`config.mk`:
```
export PLATFORM = sky130hd
export DESIGN_NAME = pattern_serializer
export DESIGN_NICKNAME = d
export VERILOG_FILES = /design/src/rtl/pattern_serializer.sv
export SDC_FILE = /design/constraint.sdc
export NUM_CORES = 1
export LEC_CHECK = 0
export ABC_CLOCK_PERIOD_IN_PS = 2200
export CAP_MARGIN = 10
export CORE_MARGIN = 2
export CORE_UTILIZATION = 50
export CTS_CLUSTER_SIZE = 25
export DETAILED_ROUTE_END_ITERATION = 8
export DONT_BUFFER_PORTS = 1
export HOLD_SLACK_MARGIN = 0.15
export PLACE_DENSITY = 0.77
export SLEW_MARGIN = 10
export SYNTH_ARGS = -nofsm -noshare
export SYNTH_HDL_FRONTEND = slang
export SYNTH_SLANG_ARGS = --single-unit
```
`constraint.sdc`:
```
create_clock -name clk -period 2.2 [get_ports clk]
set_input_delay 0.22 -clock clk [delete_from_list [all_inputs] [get_ports clk]]
set_output_delay 0.22 -clock clk [all_outputs]
set_load 0.01 [all_outputs]
```
`src/rtl/pattern_serializer.sv`:
```
// Serial framer: sync pattern then payload MSB first, one bit per clock, over a valid/ready handshake.
// Optional trailing even-parity bit when PATTERN_SERIALIZER_PARITY_EN is defined.
module pattern_serializer #(
  parameter int unsigned         DATA_WIDTH   = 8,
  parameter int unsigned         SYNC_LEN     = 5,
  parameter logic [SYNC_LEN-1:0] SYNC_PATTERN = 5'b11010
) (
  input  logic                  clk,
  input  logic                  n_rst,
  input  logic [DATA_WIDTH-1:0] data_in,
  input  logic                  data_valid,
  output logic                  data_ready,
  output logic                  stream_out,
  output logic                  frame_active
);

  localparam int unsigned MAX_LEN = (SYNC_LEN > DATA_WIDTH) ? SYNC_LEN : DATA_WIDTH;
  localparam int unsigned CW      = (MAX_LEN > 1) ? $clog2(MAX_LEN) : 1;
  localparam logic [CW-1:0] SYNC_LAST = CW'(SYNC_LEN - 1);
  localparam logic [CW-1:0] DATA_LAST = CW'(DATA_WIDTH - 1);

  typedef enum logic [1:0] {
    IDLE = 2'd0,
    SYNC = 2'd1,
`ifdef PATTERN_SERIALIZER_PARITY_EN
    DATA = 2'd2,
    PARITY = 2'd3
`else
    DATA = 2'd2
`endif
  } state_t;

  state_t                state;
  logic [CW-1:0]         cnt;
  logic [DATA_WIDTH-1:0] shreg;
  logic [SYNC_LEN-1:0]   syncsh;
  logic                  accept;
`ifdef PATTERN_SERIALIZER_PARITY_EN
  logic                  parity;
`endif

  always_comb begin
    data_ready = 1'b0;
    case (state)
      IDLE:   data_ready = 1'b1;
`ifdef PATTERN_SERIALIZER_PARITY_EN
      PARITY: data_ready = 1'b1;
`else
      DATA:   data_ready = (cnt == DATA_LAST);
`endif
      default: data_ready = 1'b0;
    endcase
  end

  assign accept = data_valid && data_ready;

  // Accept is only possible in IDLE or on the final frame bit, so it takes
  // priority and doubles as the zero-gap restart path.
  always_ff @(posedge clk or negedge n_rst) begin
    if (!n_rst) begin
      state        <= IDLE;
      cnt          <= '0;
      shreg        <= '0;
      syncsh       <= '0;
      stream_out   <= 1'b0;
      frame_active <= 1'b0;
`ifdef PATTERN_SERIALIZER_PARITY_EN
      parity       <= 1'b0;
`endif
    end else if (accept) begin
      state        <= SYNC;
      cnt          <= '0;
      shreg        <= data_in;
      syncsh       <= SYNC_PATTERN << 1;
      stream_out   <= SYNC_PATTERN[SYNC_LEN-1];
      frame_active <= 1'b1;
`ifdef PATTERN_SERIALIZER_PARITY_EN
      parity       <= ^data_in;
`endif
    end else begin
      case (state)
        SYNC: begin
          if (cnt == SYNC_LAST) begin
            state      <= DATA;
            cnt        <= '0;
            stream_out <= shreg[DATA_WIDTH-1];
            shreg      <= shreg << 1;
          end else begin
            cnt        <= cnt + CW'(1);
            stream_out <= syncsh[SYNC_LEN-1];
            syncsh     <= syncsh << 1;
          end
        end
        DATA: begin
          if (cnt == DATA_LAST) begin
`ifdef PATTERN_SERIALIZER_PARITY_EN
            state      <= PARITY;
            cnt        <= '0;
            stream_out <= parity;
`else
            state        <= IDLE;
            cnt          <= '0;
            stream_out   <= 1'b0;
            frame_active <= 1'b0;
`endif
          end else begin
            cnt        <= cnt + CW'(1);
            stream_out <= shreg[DATA_WIDTH-1];
            shreg      <= shreg << 1;
          end
        end
        default: begin
          state        <= IDLE;
          cnt          <= '0;
          stream_out   <= 1'b0;
          frame_active <= 1'b0;
        end
      endcase
    end
  end

endmodule

```
Yosys cells after proc, flatten, opt, wreduce, memory -nomap -nowiden
Cells that the tools add are included.
{"block": "totals", "elab_cells": 47, "latchBits": 0, "inputBits": 11, "romBits": 0, "mem_bits_rw": 0, "reg_bits": 20, "out_inout_bits": 3, "mem_count": 0}
{"block": "op_classes", "n_reduce_logical": 8, "multipliers": 0, "shifts": 0, "magnitude_cmp": 0, "n_div": 0, "n_mux": 23, "addsub": 1, "eq_ne": 9, "bitwise": 0}
{"cell": "$mux W8", "count": 3}
{"cell": "$pmux W8 S2", "count": 1}
{"cell": "$mux W5", "count": 3}
{"cell": "$mux W3", "count": 3}
{"cell": "$ne A3 B3 Y1 const B", "count": 3}
{"cell": "$eq A3 B3 Y1 const B", "count": 2}
{"cell": "$mux W2", "count": 3}
{"cell": "$pmux W1 S2", "count": 3}
{"cell": "$pmux W3 S2", "count": 1}
{"cell": "$reduce_and A2 Y1", "count": 3}
{"cell": "$mux W1", "count": 5}
{"cell": "$ne A2 B2 Y1 const B", "count": 2}
{"cell": "$pmux W2 S2", "count": 1}
{"cell": "$add A3 B1 Y3 const B", "count": 1}
{"cell": "$reduce_and A3 Y1", "count": 1}
{"cell": "$reduce_bool A3 Y1", "count": 1}
{"cell": "$eq A2 B1 Y1 const B", "count": 1}
{"cell": "$eq A2 B2 Y1 const B", "count": 1}
{"cell": "$logic_not A2 Y1", "count": 1}
{"cell": "$reduce_bool A2 Y1", "count": 1}
{"cell": "$logic_and A1 B1 Y1", "count": 1}

Depth between registers and ports, before layout
Gate-level depths: netlist of the first run.
{"block": "depth", "ltp_word": 5, "mapped_depth": 7, "depth_no_buf": 6}

Worst setup path before layout of the first run
Ideal clock, no wire load.
{"block": "synth_timing", "path_type": "register to register", "from": "register cnt[0]", "to": "register state[1]", "required_time_ps": 2074, "setup_ps": 126, "n_path_buf": 0, "arrival_time_ps": 1451, "slack_ps": 623, "synth_period_minus_slack_ps": 1577, "path_stages_with_launch": 6, "path_cell_list": "dfrtp_1 ha_1 ha_1 a21oi_4 nor2_2 o32a_1"}
{"block": "synth_between", "elab_chain_cells": 5, "word_cells_on_any_way": 8, "classes_between": "eq/ne: 4; mux: 2; reduce/logical: 2"}
{"element": "from (decl)", "line": "34", "source": "logic [CW-1:0] cnt;"}
{"element": "from (signal assigned)", "line": "89", "source": "cnt <= cnt + CW'(1);"}
{"element": "from (signal assigned)", "line": "107", "source": "cnt <= cnt + CW'(1);"}
{"element": "$eq A3 B3 Y1", "line": "49, 95"}
{"element": "$pmux W1 S2", "line": "44", "source": "case (state)"}
{"element": "$logic_and A1 B1 Y1", "line": "55", "source": "assign accept = data_valid && data_ready;"}
{"element": "$ne A3 B3 Y1 (no source line)"}
{"element": "$reduce_and A2 Y1 (no source line)"}
{"element": "to (signal assigned)", "line": "61", "source": "state <= IDLE;"}
{"element": "to (signal assigned)", "line": "71", "source": "state <= SYNC;"}
{"element": "to (signal assigned)", "line": "84", "source": "state <= DATA;"}
{"element": "to (decl)", "line": "33", "source": "state_t state;"}
Parallel ways exist; a longest one is shown, timed or not.
A chain may end at the register's enable or synchronous reset.

Worst setup path after layout of the first run
{"block": "layout_timing", "from": "register cnt[0]", "to": "register shreg[0]"}
{"block": "layout_between", "elab_chain_cells": 5, "word_cells_on_any_way": 9, "classes_between": "eq/ne: 4; mux: 2; reduce/logical: 3"}
{"element": "$eq A3 B3 Y1 *", "line": "49", "source": "DATA: data_ready = (cnt == DATA_LAST);"}
{"element": "$pmux W1 S2 *", "line": "44"}
{"element": "via data_ready", "line": "12", "source": "output logic data_ready,"}
{"element": "$logic_and A1 B1 Y1 *", "line": "55"}
{"element": "$ne A3 B3 Y1 (no source line) / $reduce_bool A3 Y1 (equally long branches)"}
{"element": "$reduce_and A3 Y1 (no source line)"}
{"element": "to (signal assigned)", "line": "73", "source": "shreg <= data_in;"}
{"element": "to (signal assigned)", "line": "87", "source": "shreg <= shreg << 1;"}
{"element": "to (signal assigned)", "line": "109", "source": "shreg <= shreg << 1;"}
{"element": "to (decl)", "line": "35", "source": "logic [DATA_WIDTH-1:0] shreg;"}
Mark *: on every way through the listed nets, which the timed path passes. The rest lies on a longest branch.

==> impl_metrics.py, run 1 <==
metrics = {
    "status": {
        "outcome": "complete, no violations",
    },
    "power_and_ir_drop": {
        "p_leak_uw": 0.000489,
        "p_switching_uw": 674,
        "ir_worst_vdd_mv": 0.939,
        "pwr-share-comb_pct": 49.5,
        "sequentialPowerShare_pct": 36.9,
        "p_clk_share_pct": 13.6,
        "power_density_nw_per_um2": 1370,
        "p_int_uw": 891,
        "swShare_pct": 43.0,
    },
    "routing": {
        "ant_nets": 0,
        "dr.pass1.iters": 4,
        "wl_met2_um": 969,
        "route.met3.wl_um": 116,
        "wirelength_mm": 2.03,
        "wl_per_cell_um": 14.7,
        "drt_iter0_drc": 26,
        "top_layer_used": "met4",
        "drc": 0,
        "wl_met1_um": 893,
        "via_per_inst": 5.90,
        "vias": 814,
    },
    "final_layout": {
        "nNetsFinal": 129,
        "multi_input_area_um2": 483,
        "syn_to_final_growth_pct": 12.5,
        "seq_area_um2": 450,
        "fill_cells": 173,
        "diodes": 0,
        "drive_gt1_share_pct": 13.5,
    },
    "global_routing": {
        "grt_pass1_wl_mm": 3.35,
        "grt_usage_pct": 18.6,
        "grt_overflow_total": 0,
        "grt_antenna_before_repair": 0,
        "grt_max_degree": 19,
        "first_global_vias": 726,
    },
    "setup_path": {
        "start_kind": "flip-flop",
        "critical_path.max_fanout": 4,
        "cp_slowest_stage_delay_ns": 0.54,
        "cpMaxStageDelayCell": "dlygate4sd3_1",
        "path_cells": "ha_1 -> ha_1 -> a21oi_4 -> inv_2 -> nand3_1 -> dlygate4sd3_1 -> o21ai_0",
        "worstPathArrival_ns": 2.18,
        "worstSetupEndpointType": "flip-flop",
        "critical_path_class": "flip-flop to flip-flop",
        "path_common_cell": "ha_1",
        "crit_required_ns": 2.39,
    },
    "flow_run": {
        "max-cap-violations": 0,
    },
    "timing": {
        "clock.fmax_ghz": 0.501,
        "setup_viol": 0,
        "timing.final.crit_share_pct": 90.8,
        "setup-tns-final_ns": 0,
        "holdWs_ns": 0.168,
        "skew_ns": 0.000923,
        "fin_crit_ns": 2.00,
        "rsz0062_at_grt": "no",
        "maxSlewViolCount": 0,
        "maxSlewHeadroom_pct": 48.4,
        "final_hold_viol_count": 0,
        "worstMarginPinSlew_ns": 0.772,
    },
    "yosys": {
        "synth.distinct_cells": 30,
        "synth_seq_cells": 18,
        "syn-num-nets": 117,
        "netlist_area_um2": 1020,
        "yosys_warnings": 0,
        "postSynthAreaPerCell_um2": 10.2,
        "syn-instance-count": 100,
        "ys_seq_area_share_pct": 44.3,
    },
    "cts": {
        "post_cts_resized": 0,
        "path_clk_slew_ns": 0.10,
        "cts_max_path_buffers": 2,
        "cts_buffers": 3,
        "cts_sinks": 18,
        "cts-root-buf": "clkbuf_4",
        "cts.htree.levels": 1,
        "insertion_delay_ns": 0.31,
        "tritoncts": "done",
    },
    "die": {
        "io_pins": 14,
        "num_rows": 16,
        "core_area_um2": 1940,
        "die_h_um": 49.1,
        "die_x_um": 49.1,
        "initial_core_util_pct": 52.4,
        "die_area_um2": 2410,
    },
    "min_path": {
        "hold_class": "input pin to flip-flop",
    },
    "placement": {
        "gp_congestion": 0.790,
        "portBuffers": 0,
        "dp_hpwl_mm": 1.38,
    },
}
==> per-stage QoR <==
step	cell area (um2)	instances	utilization, %	worst slack (ns)	total power, uW
global placement	1000	123	51.5	0.493	1280
CTS	1140	137	58.6	0.0652	1550
detailed placement	1000	123	51.5	0.438	1310
global route	1140	138	59.0	0.139	1680
floorplan	1020	100	-	0.623	1220
finish	1140	138	59.0	0.203	1560
==> routing by layer <==
| metal | up-vias | global-route usage (%) |
|---|---|---|
| met2 | 26 | 27.0 |
| li1 | 388 | - |
| met5 | - | 0 |
| met4 | 0 | 11.4 |
| met1 | 394 | 25.5 |
| met3 | 6 | 3.68 |
==> cell usage in the layout (no fill, tap or decap) <==
cell	count
nor2_1	1
nand2_2	1
o31ai_2	1
nor4_1	1
a21oi_1	2
o31ai_1	8
a21oi_2	1
ha_1	6
a21oi_4	1
nand3_1	2
and2b_1	1
a21boi_4	1
or2_1	1
dfrtp_1	18
a21bo_2	1
clkbuf_8	1
o21ai_0	5
dlygate4sd3_1	10
nand2_1	8
nor3_1	9
nand4_1	7
inv_1	6
o32a_1	1
a21boi_0	1
inv_2	1
nor2_2	2
and2_1	1
buf_4	2
a31oi_1	7
a21o_1	1
clkbuf_4	3
==> cells in the mapped netlist <==
cell type | count | area (um2)
a21oi_4 | 1 | 16.3
inv_1 | 6 | 22.5
a21oi_2 | 1 | 8.76
dfrtp_1 | 18 | 450
o31ai_2 | 1 | 12.5
a21o_1 | 1 | 7.51
or2_1 | 1 | 6.26
a31oi_1 | 7 | 43.8
and2_1 | 1 | 6.26
ha_1 | 6 | 75.1
a21oi_1 | 2 | 10.0
o21ai_0 | 5 | 25.0
nor3_1 | 9 | 45.0
nor2_2 | 2 | 12.5
and2b_1 | 1 | 7.51
nand2_2 | 1 | 6.26
nor4_1 | 1 | 6.26
buf_6 | 2 | 22.5
a21boi_4 | 1 | 18.8
o32a_1 | 1 | 10.0
a21boi_0 | 1 | 7.51
o31ai_1 | 8 | 60.1
nor2_1 | 1 | 3.75
a21bo_2 | 1 | 10.0
clkbuf_8 | 2 | 27.5
nand4_1 | 7 | 43.8
nand2_1 | 8 | 30.0
buf_4 | 1 | 7.51
inv_2 | 1 | 3.75
nand3_1 | 2 | 10.0
==> cell families (layout without fill, tap and decap cells) <==
logic type	after synthesis	after routing	share of synthesized area, %
AOI/OAI and AO/OA	30	30	22.6
adders and majority gates	6	6	7.38
buffers and inverters	12	23	8.24
DFF	18	18	44.3
and+or+nand+nor	34	34	17.5
==> power by group through the flow <==
stage               clock (uW)  combinational [uW]  sequential (uW)
global placement             0                 707              576
finish                     213                 775              577
CTS                        215                 757              574
detailed placement           0                 730              581
global route               226                 859              594
floorplan                    0                 666              554
==> registers in the layout (all words and copies together) (netlist names) <==
register / count
shreg: 8
frame_active: 1
cnt: 3
syncsh: 3
stream_out: 1
state: 2
==> worst max-delay path, delay by kind of cell, from the launching register on <==
family	cells	cell delay, ns
fa+ha+maj	2	0.46
buf+inv	2	0.63
simple gates	1	0.09
flops	1	0.41
compound gates	2	0.27
==> path summary, 6_finish.rpt <==
| path | end | start | depth (start not counted) | slack, ns |
|---|---|---|---|---|
| max in group asynchronous | shreg[3] | n_rst | 1 | 1.30 |
| hold / removal | state[1] | data_valid | 2 | 0.17 |
| setup / recovery | shreg[0] | cnt[0] | 7 | 0.20 |
| hold reg to reg | cnt[0] | cnt[0] | 1 | 0.49 |
| min in group asynchronous | shreg[2] | n_rst | 1 | 0.42 |
| setup reg to reg | shreg[0] | cnt[0] | 7 | 0.20 |
==> layout make-up <==
type                       count  area share, %
clock buffer                   4           3.17
tap                           27           2.95
timing repair buffer          12           10.1
multi-input combinational     70           42.2
inverter                       7           2.30
sequential                    18           39.3
==> what timing repair did <==
item	in CTS	in global routing
hold buffers	10	0
endpoints found under the setup margin	0	1
buffers inserted	0	1
endpoints found under the hold margin	26	0
(Power assumes the default switching activity.)
==> run 2, diff against run 1 <==
Settings changed: SETUP_SLACK_MARGIN from default to 0.15.
==> run 2 against run 1 <==
Compared with the run above:
- clock skew about the same
- via count unchanged
- design area down 0.66%
- routed wire length fell by 1.3%
- global-route usage unchanged
- sequential share of layout area grew 0.26 points
- sequential cell count stayed put
- clock power hardly changed
- critical path type is now flip-flop to primary output
==> impl_metrics.py, run 2 (synthesized netlist as in run 1, its figures left out) <==
metrics = {
    "status": {
        "outcome": "complete, no violations",
    },
    "power_and_ir_drop": {
        "p_int_uw": 876,
        "pwr-share-comb_pct": 48.8,
        "sequentialPowerShare_pct": 37.4,
        "p_clk_share_pct": 13.7,
        "ir_worst_vdd_mv": 0.917,
        "power.total_uw": 1540,
        "p_leak_uw": 0.000486,
        "power_density_nw_per_um2": 1360,
        "swShare_pct": 43.3,
        "p_switching_uw": 667,
    },
    "global_routing": {
        "grt_usage_pct": 18.6,
        "grt_antenna_before_repair": 0,
        "grt_overflow_total": 0,
        "grt_pass1_wl_mm": 3.36,
        "first_global_vias": 724,
        "grt_max_degree": 19,
    },
    "timing": {
        "rsz0062_at_grt": "no",
        "timing.final.crit_share_pct": 83.0,
        "clock.fmax_ghz": 0.548,
        "maxSlewViolCount": 0,
        "skew_ns": 0.00119,
        "setup_viol": 0,
        "worstMarginPinSlew_ns": 0.771,
        "final_hold_viol_count": 0,
        "fin_crit_ns": 1.83,
        "setup_slack_ns": 0.374,
        "maxSlewHeadroom_pct": 48.5,
        "setup-tns-final_ns": 0,
    },
    "placement": {
        "dp_hpwl_mm": 1.38,
        "gp_congestion": 0.790,
        "portBuffers": 0,
        "dpl_cell_area_um2": 1000,
        "pre_cts_slack_ns": 0.438,
    },
    "final_layout": {
        "final_cell_mix": "dfrtp_1 (18), dlygate4sd3_1 (10), nor3_1 (9)",
        "regMostFlops": "shreg",
        "nNetsFinal": 128,
        "final_common_cell": "dfrtp_1",
        "syn_to_final_growth_pct": 11.8,
        "final_area_um2": 1140,
        "fill_cells": 173,
        "largestRegisters": "shreg x8, cnt x3, syncsh x3",
        "drive_gt1_share_pct": 12.7,
        "largest_reg_flops": 8,
        "diodes": 0,
    },
    "cts": {
        "cts_sinks": 18,
        "cts.htree.levels": 1,
        "cts_buffers": 3,
        "path_clk_slew_ns": 0.11,
        "tritoncts": "done",
        "postCtsSetupBuffers": 0,
        "insertion_delay_ns": 0.30,
        "cts-root-buf": "clkbuf_4",
        "cts_max_path_buffers": 2,
    },
    "setup_path": {
        "critical_path.max_fanout": 9,
        "crit_required_ns": 1.98,
        "critical_path_class": "flip-flop to primary output",
        "start_kind": "flip-flop",
        "worstSetupEndpointType": "primary output",
        "worstPathArrival_ns": 1.61,
    },
    "routing": {
        "drc": 0,
        "wirelength_mm": 2.01,
        "drt_iter0_drc": 25,
        "vias": 814,
        "via_per_inst": 5.94,
        "wl_per_cell_um": 14.6,
        "ant_nets": 0,
        "dr.pass1.iters": 4,
    },
    "die": {
        "die_h_um": 49.1,
        "core_area_um2": 1940,
        "initial_core_util_pct": 52.4,
        "die_x_um": 49.1,
        "die_area_um2": 2410,
        "num_rows": 16,
        "io_pins": 14,
    },
    "flow_run": {
        "max-cap-violations": 0,
    },
    "min_path": {
        "hold_class": "input pin to flip-flop",
    },
}
run 2: cell types whose count changed in the layout (fill, tap and decap cells not counted), sizes merged:
cell | previous run | this run
buf | 2 | 1
run 2: path summary, 6_finish.rpt:
path / cells past startpoint / from / slack [ns] / to
setup / recovery: 4 / cnt[0] / 0.37 / data_ready
hold / removal: 2 / data_valid / 0.17 / state[1]
setup reg to reg: 6 / cnt[0] / 0.43 / state[0]
hold reg to reg: 1 / cnt[0] / 0.49 / cnt[0]
max in group asynchronous: 1 / n_rst / 1.30 / shreg[7]
min in group asynchronous: 1 / n_rst / 0.42 / shreg[2]
run 2: power by group through the flow:
stage          combinational (uW)  sequential (uW)  clock [uW]
4_1_cts                       754              574         215
3_3_place_gp                  707              576           0
3_5_place_dp                  730              581           0
5_1_grt                       838              594         226
6_report                      754              578         212
2_1_floorplan                 666              554           0
run 2: through the flow:
step	std cells	hold WS, ns	utilization, %
floorplan	100	-0.0756	-
global placement	123	-0.0753	51.5
detailed placement	123	-0.0752	51.5
CTS	137	0.163	58.6
global route	137	0.165	58.6
finish	137	0.166	58.6
run 2: area by class of cell:
class	count	area [um2]	area share [%]
Tap cell	27	33.8	2.97
Timing Repair Buffer	11	108	9.46
Inverter	7	26.3	2.31
Sequential cell	18	450	39.6
Multi-Input combinational cell	70	483	42.5
Clock buffer	4	36.3	3.19
run 2: repair_timing:
item | 4_1_cts | 5_1_grt
gates resized for setup | 0 | 0
hold buffers | 10 | 0
endpoints found under the hold margin | 26 | 0
run 2: worst max-delay path: stages (launching register included):
cell and delay, ns:
dfrtp_1 0.41, ha_1 0.22, ha_1 0.24, a21oi_4 0.30, inv_2 0.12
run 2: per-layer routing:
layer  wire length, um  part of all wire [%]  vias up  GRT usage [%]
met1               896                    45      392           25.7
met3               117                   5.8        7           3.68
li1                  -                     -      386              -
met4                58                   2.9        0           11.4
met2               934                    47       29           26.8
met5                 0                     0        -              0
==> run 3, diff against run 2 <==
Settings changed: ABC_CLOCK_PERIOD_IN_PS 2200 to 1600, PLACE_DENSITY 0.77 to 0.8.
Clock period 2.2 ns to 1.6 ns, I/O delays scaled along.
==> run 3 against run 2 <==
Compared with the run above:
- combinational power up 120%
- via count up 11%
- register-to-register slack worse by 0.40 ns
- sequential share of layout area down 6.8 points
- critical endpoint unchanged
- largest cell class unchanged
==> impl_metrics.py, run 3 (synthesized netlist as in run 1, its figures left out) <==
metrics = {
    "status": {
        "outcome": "complete, no violations",
    },
    "die": {
        "num_rows": 16,
        "core_area_um2": 1940,
        "die_area_um2": 2410,
        "die_h_um": 49.1,
        "die_x_um": 49.1,
        "initial_core_util_pct": 52.4,
        "io_pins": 14,
    },
    "routing": {
        "vias": 905,
        "wirelength_mm": 2.57,
        "dr.pass1.iters": 4,
        "wl_per_cell_um": 17.2,
        "drt_iter0_drc": 18,
        "ant_nets": 0,
        "drc": 0,
        "via_per_inst": 6.07,
    },
    "setup_path": {
        "critPathLaunch": "cnt[1]",
        "cp-endpoint": "data_ready",
        "regToRegSetupSlack_ns": 0.03,
        "worstPathArrival_ns": 1.41,
        "start_kind": "flip-flop",
        "worstSetupEndpointType": "primary output",
        "worstRegToRegCells": 5,
        "crit_required_ns": 1.44,
        "critical_path.max_fanout": 4,
        "crit-reg2reg-capture": "shreg[4]",
        "critical_path_class": "flip-flop to primary output",
        "r2r-start": "cnt[1]",
    },
    "final_layout": {
        "regMostFlops": "shreg",
        "final_cell_mix": "dfrtp_1 (18), dlygate4sd3_1 (10), nor3_1 (9)",
        "largestRegisters": "shreg x8, cnt x3, syncsh x3",
        "fill_cells": 136,
        "diodes": 0,
        "final_common_cell": "dfrtp_1",
        "syn_to_final_growth_pct": 35.1,
        "nNetsFinal": 140,
        "final_area_um2": 1370,
        "multi_input_area_um2": 603,
        "drive_gt1_share_pct": 35.2,
        "seq_area_um2": 450,
        "largest_reg_flops": 8,
    },
    "min_path": {
        "worstHoldPathCells": 3,
        "hold_class": "input pin to flip-flop",
    },
    "power_and_ir_drop": {
        "p_leak_uw": 0.000557,
        "power_density_nw_per_um2": 2010,
        "ir_worst_vdd_mv": 1.33,
    },
    "cts": {
        "cts_max_path_buffers": 2,
        "cts_buffers": 3,
        "cts.htree.levels": 1,
        "tritoncts": "done",
        "path_clk_slew_ns": 0.11,
        "cts-root-buf": "clkbuf_4",
        "cts_sinks": 18,
        "insertion_delay_ns": 0.30,
    },
    "global_routing": {
        "grt_pass1_wl_mm": 4.32,
        "grt_antenna_before_repair": 0,
        "grt_usage_pct": 23.7,
        "grt_overflow_total": 0,
        "first_global_vias": 897,
        "grt_max_degree": 19,
    },
    "timing": {
        "skew_ns": 0.00258,
        "setup-tns-final_ns": 0,
        "timing.final.crit_share_pct": 98.0,
        "maxSlewHeadroom_pct": 46.4,
        "setup_viol": 0,
        "final_hold_viol_count": 0,
        "worstMarginPinSlew_ns": 0.801,
        "setup_slack_ns": 0.0325,
        "rsz0062_at_grt": "yes",
        "maxSlewViolCount": 0,
        "fin_crit_ns": 1.57,
        "clock.fmax_ghz": 0.638,
    },
    "placement": {
        "dp_hpwl_mm": 1.50,
        "gp_congestion": 0.856,
        "dpl_cell_area_um2": 1040,
        "portBuffers": 0,
        "pre_cts_slack_ns": 0.0281,
    },
    "flow_run": {
        "max-cap-violations": 0,
    },
}
-- run 3: cell type report --
| type | count | share of cell area, % |
|---|---|---|
| timing repair buffer | 23 | 16.3 |
| multi-input combinational | 70 | 43.9 |
| tap | 27 | 2.46 |
| clock buffer | 4 | 2.64 |
| sequential | 18 | 32.8 |
| inverter | 7 | 1.91 |
-- run 3: worst max-delay path: stages (launching register included) --
cell and delay [ns]:
dfrtp_1 0.40, ha_2 0.20, ha_4 0.18, a21oi_4 0.14, inv_2 0.08, buf_6 0.12
-- run 3: report_power, final --
group          total [uW]  switching [uW]  internal (uW)
Clock                 292             153            139
Combinational        1640             843            796
Sequential            828             171            657
-- run 3: metal layers --
metal	global-route usage, %	share of wire (%)	routed length [um]
met1	27.8	40	1030
met2	41.2	52	1320
met3	6.13	5.8	149
met4	8.57	2.6	66
met5	0	0	0
-- run 3: worst min path at each step --
stage / endpoint / slack [ns] / from
finish: shreg[2] / 0.29 / data_valid
global route: shreg[3] / 0.29 / data_valid
CTS: shreg[4] / 0.29 / data_valid
detailed placement: shreg[3] / -0.14 / n_rst
global placement: shreg[3] / -0.14 / n_rst
floorplan: cnt[0] / -0.14 / n_rst
-- run 3: metrics by stage --
| stage | power [uW] | std cells | util (%) | hold slack [ns] |
|---|---|---|---|---|
| after floorplan | 1690 | 100 | - | -0.136 |
| after global routing | 2940 | 149 | 70.7 | 0.291 |
| after detailed placement | 1890 | 126 | 53.7 | -0.135 |
| after CTS | 2580 | 146 | 68.4 | 0.289 |
| after global placement | 1850 | 126 | 53.7 | -0.135 |
| final | 2760 | 149 | 70.7 | 0.287 |
-- run 3: repair_timing --
action | 4_1_cts | 5_1_grt
pin swaps | 10 | 4
hold endpoints to repair | 29 | 0
buffers inserted | 5 | 3
hold buffers | 10 | 0
gates resized for setup | 24 | 7
gates cloned | 1 | 0
setup endpoints to repair | 17 | 16
